### config.mk
export PLATFORM = sky130hd
export DESIGN_NAME = left_rotator_seq_flat
export DESIGN_NICKNAME = d
export VERILOG_FILES = /design/src/rtl/left_rot_pkg.sv /design/src/rtl/left_rotator_seq_if.sv /design/src/rtl/left_rot_stage.sv /design/src/rtl/left_rotator_seq.sv /design/src/flat_wrapper.sv
export SDC_FILE = /design/constraint.sdc
export NUM_CORES = 1
export LEC_CHECK = 0
export BUFFER_PORTS_ARGS = -buffer_cell sky130_fd_sc_hd__buf_2
export CAP_MARGIN = 10
export CORE_UTILIZATION = 34
export CTS_CLUSTER_DIAMETER = 200
export DETAILED_ROUTE_END_ITERATION = 12
export PLACE_DENSITY = 0.57
export SETUP_SLACK_MARGIN = 0.4
export SLEW_MARGIN = 30
export SYNTH_ARGS = -nofsm -noshare
export SYNTH_HDL_FRONTEND = slang
export SYNTH_SLANG_ARGS = --single-unit
### constraint.sdc
create_clock -name clk -period 2.4 [get_ports clk]
set_input_delay 0.12 -clock clk [delete_from_list [all_inputs] [get_ports clk]]
set_output_delay 0.12 -clock clk [all_outputs]
set_load 0.005 [all_outputs]
### src/rtl/left_rot_pkg.sv
// Shared definitions for the multi-cycle left rotator.
//   - state_e  : controller states (idle, shifting, result held)
//   - OP_ROL / OP_SLL : operation encodings, used when LEFT_ROTATOR_SHIFT_OP_EN is defined
//   - DEF_WIDTH / DEF_CNT_W : default operand and count widths
package left_rot_pkg;

  parameter int unsigned DEF_WIDTH = 16;
  parameter int unsigned DEF_CNT_W = 4;

  localparam logic OP_ROL = 1'b0;
  localparam logic OP_SLL = 1'b1;

  typedef enum logic [1:0] {
    StIdle,
    StShift,
    StDone
  } state_e;

endpackage

### src/rtl/left_rotator_seq_if.sv
// Handshake/data bundle for left_rotator_seq.
//   in_valid/in_ready/In/Cnt[/Op]   : operand request channel
//   out_valid/out_ready/Out         : result channel
//   busy                            : high while an operation is in flight or its result is held
// Op exists only when LEFT_ROTATOR_SHIFT_OP_EN is defined.
// master = requester/consumer side, slave = the rotator.
interface left_rotator_seq_if #(
  parameter int unsigned WIDTH = 16,
  parameter int unsigned CNT_W = 4
);

  logic             in_valid;
  logic             in_ready;
  logic [WIDTH-1:0] In;
  logic [CNT_W-1:0] Cnt;
`ifdef LEFT_ROTATOR_SHIFT_OP_EN
  logic             Op;
`endif
  logic             out_valid;
  logic             out_ready;
  logic [WIDTH-1:0] Out;
  logic             busy;

`ifdef LEFT_ROTATOR_SHIFT_OP_EN
  modport master (
    output in_valid, In, Cnt, Op, out_ready,
    input  in_ready, out_valid, Out, busy
  );

  modport slave (
    input  in_valid, In, Cnt, Op, out_ready,
    output in_ready, out_valid, Out, busy
  );
`else
  modport master (
    output in_valid, In, Cnt, out_ready,
    input  in_ready, out_valid, Out, busy
  );

  modport slave (
    input  in_valid, In, Cnt, out_ready,
    output in_ready, out_valid, Out, busy
  );
`endif

endinterface

### src/rtl/left_rot_stage.sv
// One log-shifter stage: conditionally rotates (or logically shifts) data left by 2^stage.
//   data      : operand
//   en        : apply this stage; otherwise data passes through unchanged
//   stage     : stage index, shift amount is 1 << stage (must stay below WIDTH)
//   zero_fill : 1 = logical shift left (low 2^stage bits become 0), 0 = rotate left
//   result    : stage output
module left_rot_stage #(
  parameter int unsigned WIDTH = 16,
  parameter int unsigned STG_W = 2
) (
  input  logic [WIDTH-1:0] data,
  input  logic             en,
  input  logic [STG_W-1:0] stage,
  input  logic             zero_fill,
  output logic [WIDTH-1:0] result
);

  int unsigned      amt;
  logic [WIDTH-1:0] shl;
  logic [WIDTH-1:0] rol;

  always_comb begin
    amt = 32'd1 << stage;
    shl = data << amt;
    // Bits pushed out the top wrap into the bottom for a rotate.
    rol = shl | (data >> (WIDTH - amt));
    if (!en) begin
      result = data;
    end else if (zero_fill) begin
      result = shl;
    end else begin
      result = rol;
    end
  end

endmodule

### src/rtl/left_rotator_seq.sv
// Multi-cycle left rotator: one log-shifter stage per clock (by 1, 2, 4, ... bits), so a
// CNT_W-bit count takes CNT_W shift cycles. Valid/ready handshake on both sides.
//   clk   : clock, all state on the rising edge
//   rst_n : asynchronous active-low reset
//   bus   : left_rotator_seq_if.slave (in_valid/in_ready/In/Cnt[/Op], out_valid/out_ready/Out,
//           busy)
// Optional build macro LEFT_ROTATOR_SHIFT_OP_EN adds the Op input: Op=1 selects logical shift
// left instead of rotate. Without it the block always rotates; latency is identical.
module left_rotator_seq
  import left_rot_pkg::*;
#(
  parameter int unsigned WIDTH = DEF_WIDTH,
  parameter int unsigned CNT_W = DEF_CNT_W
) (
  input logic              clk,
  input logic              rst_n,
  left_rotator_seq_if.slave bus
);

  localparam int unsigned StgW = (CNT_W > 1) ? $clog2(CNT_W) : 1;
  localparam logic [StgW-1:0] LastStage = StgW'(CNT_W - 1);

  state_e           state_q;
  logic [WIDTH-1:0] data_q;
  logic [WIDTH-1:0] out_q;
  logic [CNT_W-1:0] cnt_q;
  logic [StgW-1:0]  stage_q;
  logic             in_ready_q;
  logic             out_valid_q;
  logic             busy_q;
  logic             zero_fill;
  logic [WIDTH-1:0] stage_res;

`ifdef LEFT_ROTATOR_SHIFT_OP_EN
  logic op_q;
  assign zero_fill = (op_q == OP_SLL);
`else
  assign zero_fill = 1'b0;
`endif

  // Single stage shared across cycles; stage_q selects the shift distance.
  left_rot_stage #(
    .WIDTH(WIDTH),
    .STG_W(StgW)
  ) u_stage (
    .data     (data_q),
    .en       (cnt_q[stage_q]),
    .stage    (stage_q),
    .zero_fill(zero_fill),
    .result   (stage_res)
  );

  always_ff @(posedge clk or negedge rst_n) begin
    if (!rst_n) begin
      state_q     <= StIdle;
      data_q      <= '0;
      out_q       <= '0;
      cnt_q       <= '0;
      stage_q     <= '0;
      in_ready_q  <= 1'b1;
      out_valid_q <= 1'b0;
      busy_q      <= 1'b0;
`ifdef LEFT_ROTATOR_SHIFT_OP_EN
      op_q        <= OP_ROL;
`endif
    end else begin
      unique case (state_q)
        StIdle: begin
          if (bus.in_valid) begin
            data_q     <= bus.In;
            cnt_q      <= bus.Cnt;
            stage_q    <= '0;
`ifdef LEFT_ROTATOR_SHIFT_OP_EN
            op_q       <= bus.Op;
`endif
            state_q    <= StShift;
            in_ready_q <= 1'b0;
            busy_q     <= 1'b1;
          end
        end
        StShift: begin
          data_q  <= stage_res;
          stage_q <= stage_q + StgW'(1);
          // Count of zero still walks every stage so latency never depends on Cnt.
          if (stage_q == LastStage) begin
            out_q       <= stage_res;
            out_valid_q <= 1'b1;
            state_q     <= StDone;
          end
        end
        StDone: begin
          // Out is deliberately left as-is after the handshake.
          if (bus.out_ready) begin
            out_valid_q <= 1'b0;
            in_ready_q  <= 1'b1;
            busy_q      <= 1'b0;
            state_q     <= StIdle;
          end
        end
        default: begin
          state_q     <= StIdle;
          in_ready_q  <= 1'b1;
          out_valid_q <= 1'b0;
          busy_q      <= 1'b0;
        end
      endcase
    end
  end

  assign bus.in_ready  = in_ready_q;
  assign bus.out_valid = out_valid_q;
  assign bus.Out       = out_q;
  assign bus.busy      = busy_q;

endmodule

### src/flat_wrapper.sv
// flat-port wrapper written by rule: the top's interface ports become plain ports
module left_rotator_seq_flat import left_rot_pkg::*;
#(
  parameter int unsigned WIDTH = DEF_WIDTH,
  parameter int unsigned CNT_W = DEF_CNT_W
)
  (clk, rst_n, bus_in_valid, bus_In, bus_Cnt, bus_out_ready, bus_in_ready, bus_out_valid, bus_Out, bus_busy);
  left_rotator_seq_if #(.WIDTH(WIDTH), .CNT_W(CNT_W)) bus_i ();
  input logic clk;
  input logic rst_n;
  input wire logic [$bits(bus_i.in_valid)-1:0] bus_in_valid;
  input wire logic [$bits(bus_i.In)-1:0] bus_In;
  input wire logic [$bits(bus_i.Cnt)-1:0] bus_Cnt;
  input wire logic [$bits(bus_i.out_ready)-1:0] bus_out_ready;
  output wire logic [$bits(bus_i.in_ready)-1:0] bus_in_ready;
  output wire logic [$bits(bus_i.out_valid)-1:0] bus_out_valid;
  output wire logic [$bits(bus_i.Out)-1:0] bus_Out;
  output wire logic [$bits(bus_i.busy)-1:0] bus_busy;
  assign bus_i.in_valid = bus_in_valid;
  assign bus_i.In = bus_In;
  assign bus_i.Cnt = bus_Cnt;
  assign bus_i.out_ready = bus_out_ready;
  assign bus_in_ready = bus_i.in_ready;
  assign bus_out_valid = bus_i.out_valid;
  assign bus_Out = bus_i.Out;
  assign bus_busy = bus_i.busy;
  left_rotator_seq #(.WIDTH(WIDTH), .CNT_W(CNT_W)) u_core (.clk(clk), .rst_n(rst_n), .bus(bus_i));
endmodule
==> flow_summary_export.csv <==
group,metric,value,unit
finish,layout_common_cells,"nand2_1, buf_2, dfrtp_1, buf_4, mux2i_1",
sta,worst_clock_skew,0.00575,ns
setup_path,crit_arrival,2.34,ns
clock_tree,cts_root_buf,"clkbuf_8",
die,start_util,35.3,%
placement,gp_congestion,0.976,
global_route,grt_usage,22.9,%
clock_tree,cts_tree,"yes",
setup_path,worstSetupStartpointType,"register",
sta,tns,0,ns
logic_synthesis,synth_nets,369,
drt,wl_per_cell,20.2,um
drt,dr.first_iter.drc_count,260,
drt,wirelength,10.7,mm
sta,drv_slew,0,
run,cap_violations,0,
global_route,grt_pass1_wl,17.1,mm
global_route,grt_pass1_vias,2990,
global_route,grt_overflow_total,0,
placement,io_buffer_count,42,
die,die_h,97.4,um
sta,fin_crit,2.14,ns
sta,rsz0062_at_grt,"true",
hold_path,whs_path_depth,3,
logic_synthesis,yosysSeqAreaShare,34.8,%
setup_path,worstPathMaxFanout,8,
logic_synthesis,synth.cell_area,3090,sq um
finish,n_fill_cell,818,
drt,routed_via_density,5.82,
hold_path,hp-class,"input pin to register",
clock_tree,path_clk_slew,0.09,ns
die,die_area,9490,sq um
sta,hold_violations,0,
clock_tree,cts_buffer_depth,2,
finish,drive_gt1_share,43.8,%
die,pin_count,43,
clock_tree,htreeDepth,2,
global_route,grt_start_max_net_pins,44,
finish,fin_nets,450,
drt,drc,0,
sta,min_period_over_period,89.0,%
sta,tightestPinTransition,0.624,ns
logic_synthesis,ys_warn_count,0,
clock_tree,insertion_delay,0.30,ns
drt,ant_nets,0,
clock_tree,cts_sinks,43,
placement,dp_hpwl,7.08,mm
drt,dr.pass1.iters,4,
finish,antennaDiodeCount,0,
setup_path,worstPathRequired,2.60,ns
die,die_x,97.4,um
die,fp.coreArea,8760,sq um
finish,area_delta_synth_final,40.4,%
logic_synthesis,ys_ff_latch,43,
clock_tree,cts_made_buffers,5,
setup_path,endpoint_kind,"register",
global_route,antenna_found_initial,0,
logic_synthesis,ys.flop_type,"dfrtp_1",
logic_synthesis,yosys.cell_types.count,52,
die,placementRows,34,
logic_synthesis,synth_area_per_cell,9.13,sq um
setup_path,r2r_cells,8,
logic_synthesis,synth_edf_count,0,
sta,relSlewSlack,58.4,%
outcome,outcome,"finished clean",
finish,final_common_cell,"nand2_1",
logic_synthesis,async_flop_share,100,%
logic_synthesis,syn-instance-count,339,
drt,vias,3071,
setup_path,path_class,"register to register",
sta,finalSetupViolCount,0,
sta,fmax,0.468,GHz
repair_timing:
| item | in CTS | in global routing |
|---|---|---|
| endpoints found under the setup margin | 23 | 27 |
| pin swaps | 10 | 17 |
| hold endpoints to repair | 42 | 0 |
| hold buffers | 1 | 0 |
| resized for setup | 47 | 49 |
| cloned | 1 | 0 |
| buffers inserted | 24 | 11 |
worst max-delay path: stages, from the launching register on:
cell and delay (ns):
dfrtp_2 0.45, inv_4 0.09, ha_4 0.25, buf_4 0.21
mux2_2 0.37, mux2i_1 0.23, o211a_1 0.21, a211oi_2 0.07
a21o_1 0.16
per-stage QoR:
| step | instances | hold slack (ns) | setup WS, ns | instance area, sq um | util, % |
|---|---|---|---|---|---|
| after floorplan | 339 | -0.176 | 0.185 | 3190 | - |
| after global placement | 484 | 0.308 | 0.149 | 3540 | 40.4 |
| after detailed placement | 484 | 0.169 | 0.172 | 3540 | 40.4 |
| after CTS | 517 | 0.00421 | 0.274 | 4060 | 46.3 |
| after global routing | 528 | 0.0167 | 0.180 | 4350 | 49.6 |
| final | 528 | 0.00493 | 0.264 | 4350 | 49.6 |
flip-flops by register name (all words and copies together) (netlist names):
name	count
u_core.bus.Out	16
u_core.bus.busy	1
u_core.bus.in_ready	1
u_core.bus.out_valid	1
u_core.cnt_q	4
u_core.data_q	16
u_core.stage_q	2
u_core.state_q	2
synth_stat cells, drive strengths merged, types with 2 or more instances:
master | number | area share (%)
a211oi | 7 | 1.7
a21o | 2 | 0.49
a21oi | 16 | 2.6
a221o | 5 | 1.6
a22oi | 5 | 1.2
a31oi | 2 | 0.40
and3 | 4 | 0.81
buf | 15 | 3.2
clkbuf | 12 | 1.5
dfrtp | 42 | 34
ha | 6 | 2.4
inv | 8 | 0.97
mux2 | 14 | 5.1
mux2i | 36 | 12
mux4 | 5 | 3.6
nand2 | 45 | 5.5
nand2b | 6 | 1.2
nand3 | 3 | 0.49
nor2 | 22 | 2.9
nor2b | 6 | 1.2
nor3 | 4 | 0.65
nor3b | 4 | 1.1
o21ai | 34 | 5.5
o221ai | 3 | 0.85
o22ai | 6 | 1.2
o31ai | 3 | 0.73
o32a | 2 | 0.65
o32ai | 2 | 0.57
or4 | 2 | 0.49
worst paths after layout:
check / start / end / slack [ns]
max: u_core.stage_q[0] / u_core.bus.Out[3] / 0.26
min: bus_Cnt[0] / u_core.cnt_q[0] / 0.005
max reg2reg: u_core.stage_q[0] / u_core.bus.Out[3] / 0.26
min reg2reg: u_core.bus.Out[9] / u_core.bus.Out[9] / 0.48
max in group asynchronous: rst_n / u_core.stage_q[0] / 1.63
min in group asynchronous: rst_n / u_core.data_q[3] / 0.33
cells by family (layout without fill, tap and decap cells):
group / count (synthesis) / after routing / synth area share (%)
mux: 55 / 55 / 20.4
xor+xnor: 1 / 1 / 0.526
compound gates: 98 / 98 / 20.9
buf+inv: 36 / 117 / 5.78
flops: 43 / 43 / 34.8
fa+ha+maj: 6 / 6 / 2.43
simple gates: 100 / 100 / 15.2
routing by layer:
layer | part of all wire (%) | track usage (%)
met1 | 44 | 31.6
met2 | 48 | 37.2
met3 | 5.9 | 4.03
met4 | 2.1 | 5.66
met5 | 0 | 0
layout make-up:
type,instances,area (sq um),share of cell area [%]
multi-input cells,260,2190,50.4
flip-flops and latches,43,1080,24.8
repair buffers,101,779,17.9
well taps,108,135,3.11
clock buffers,6,72.6,1.67
inverters,9,58.8,1.35
clock inverters,1,30.0,0.691
Power is not shown: default switching activity piles up to over one toggle a cycle in this logic, so the estimate is an artifact.
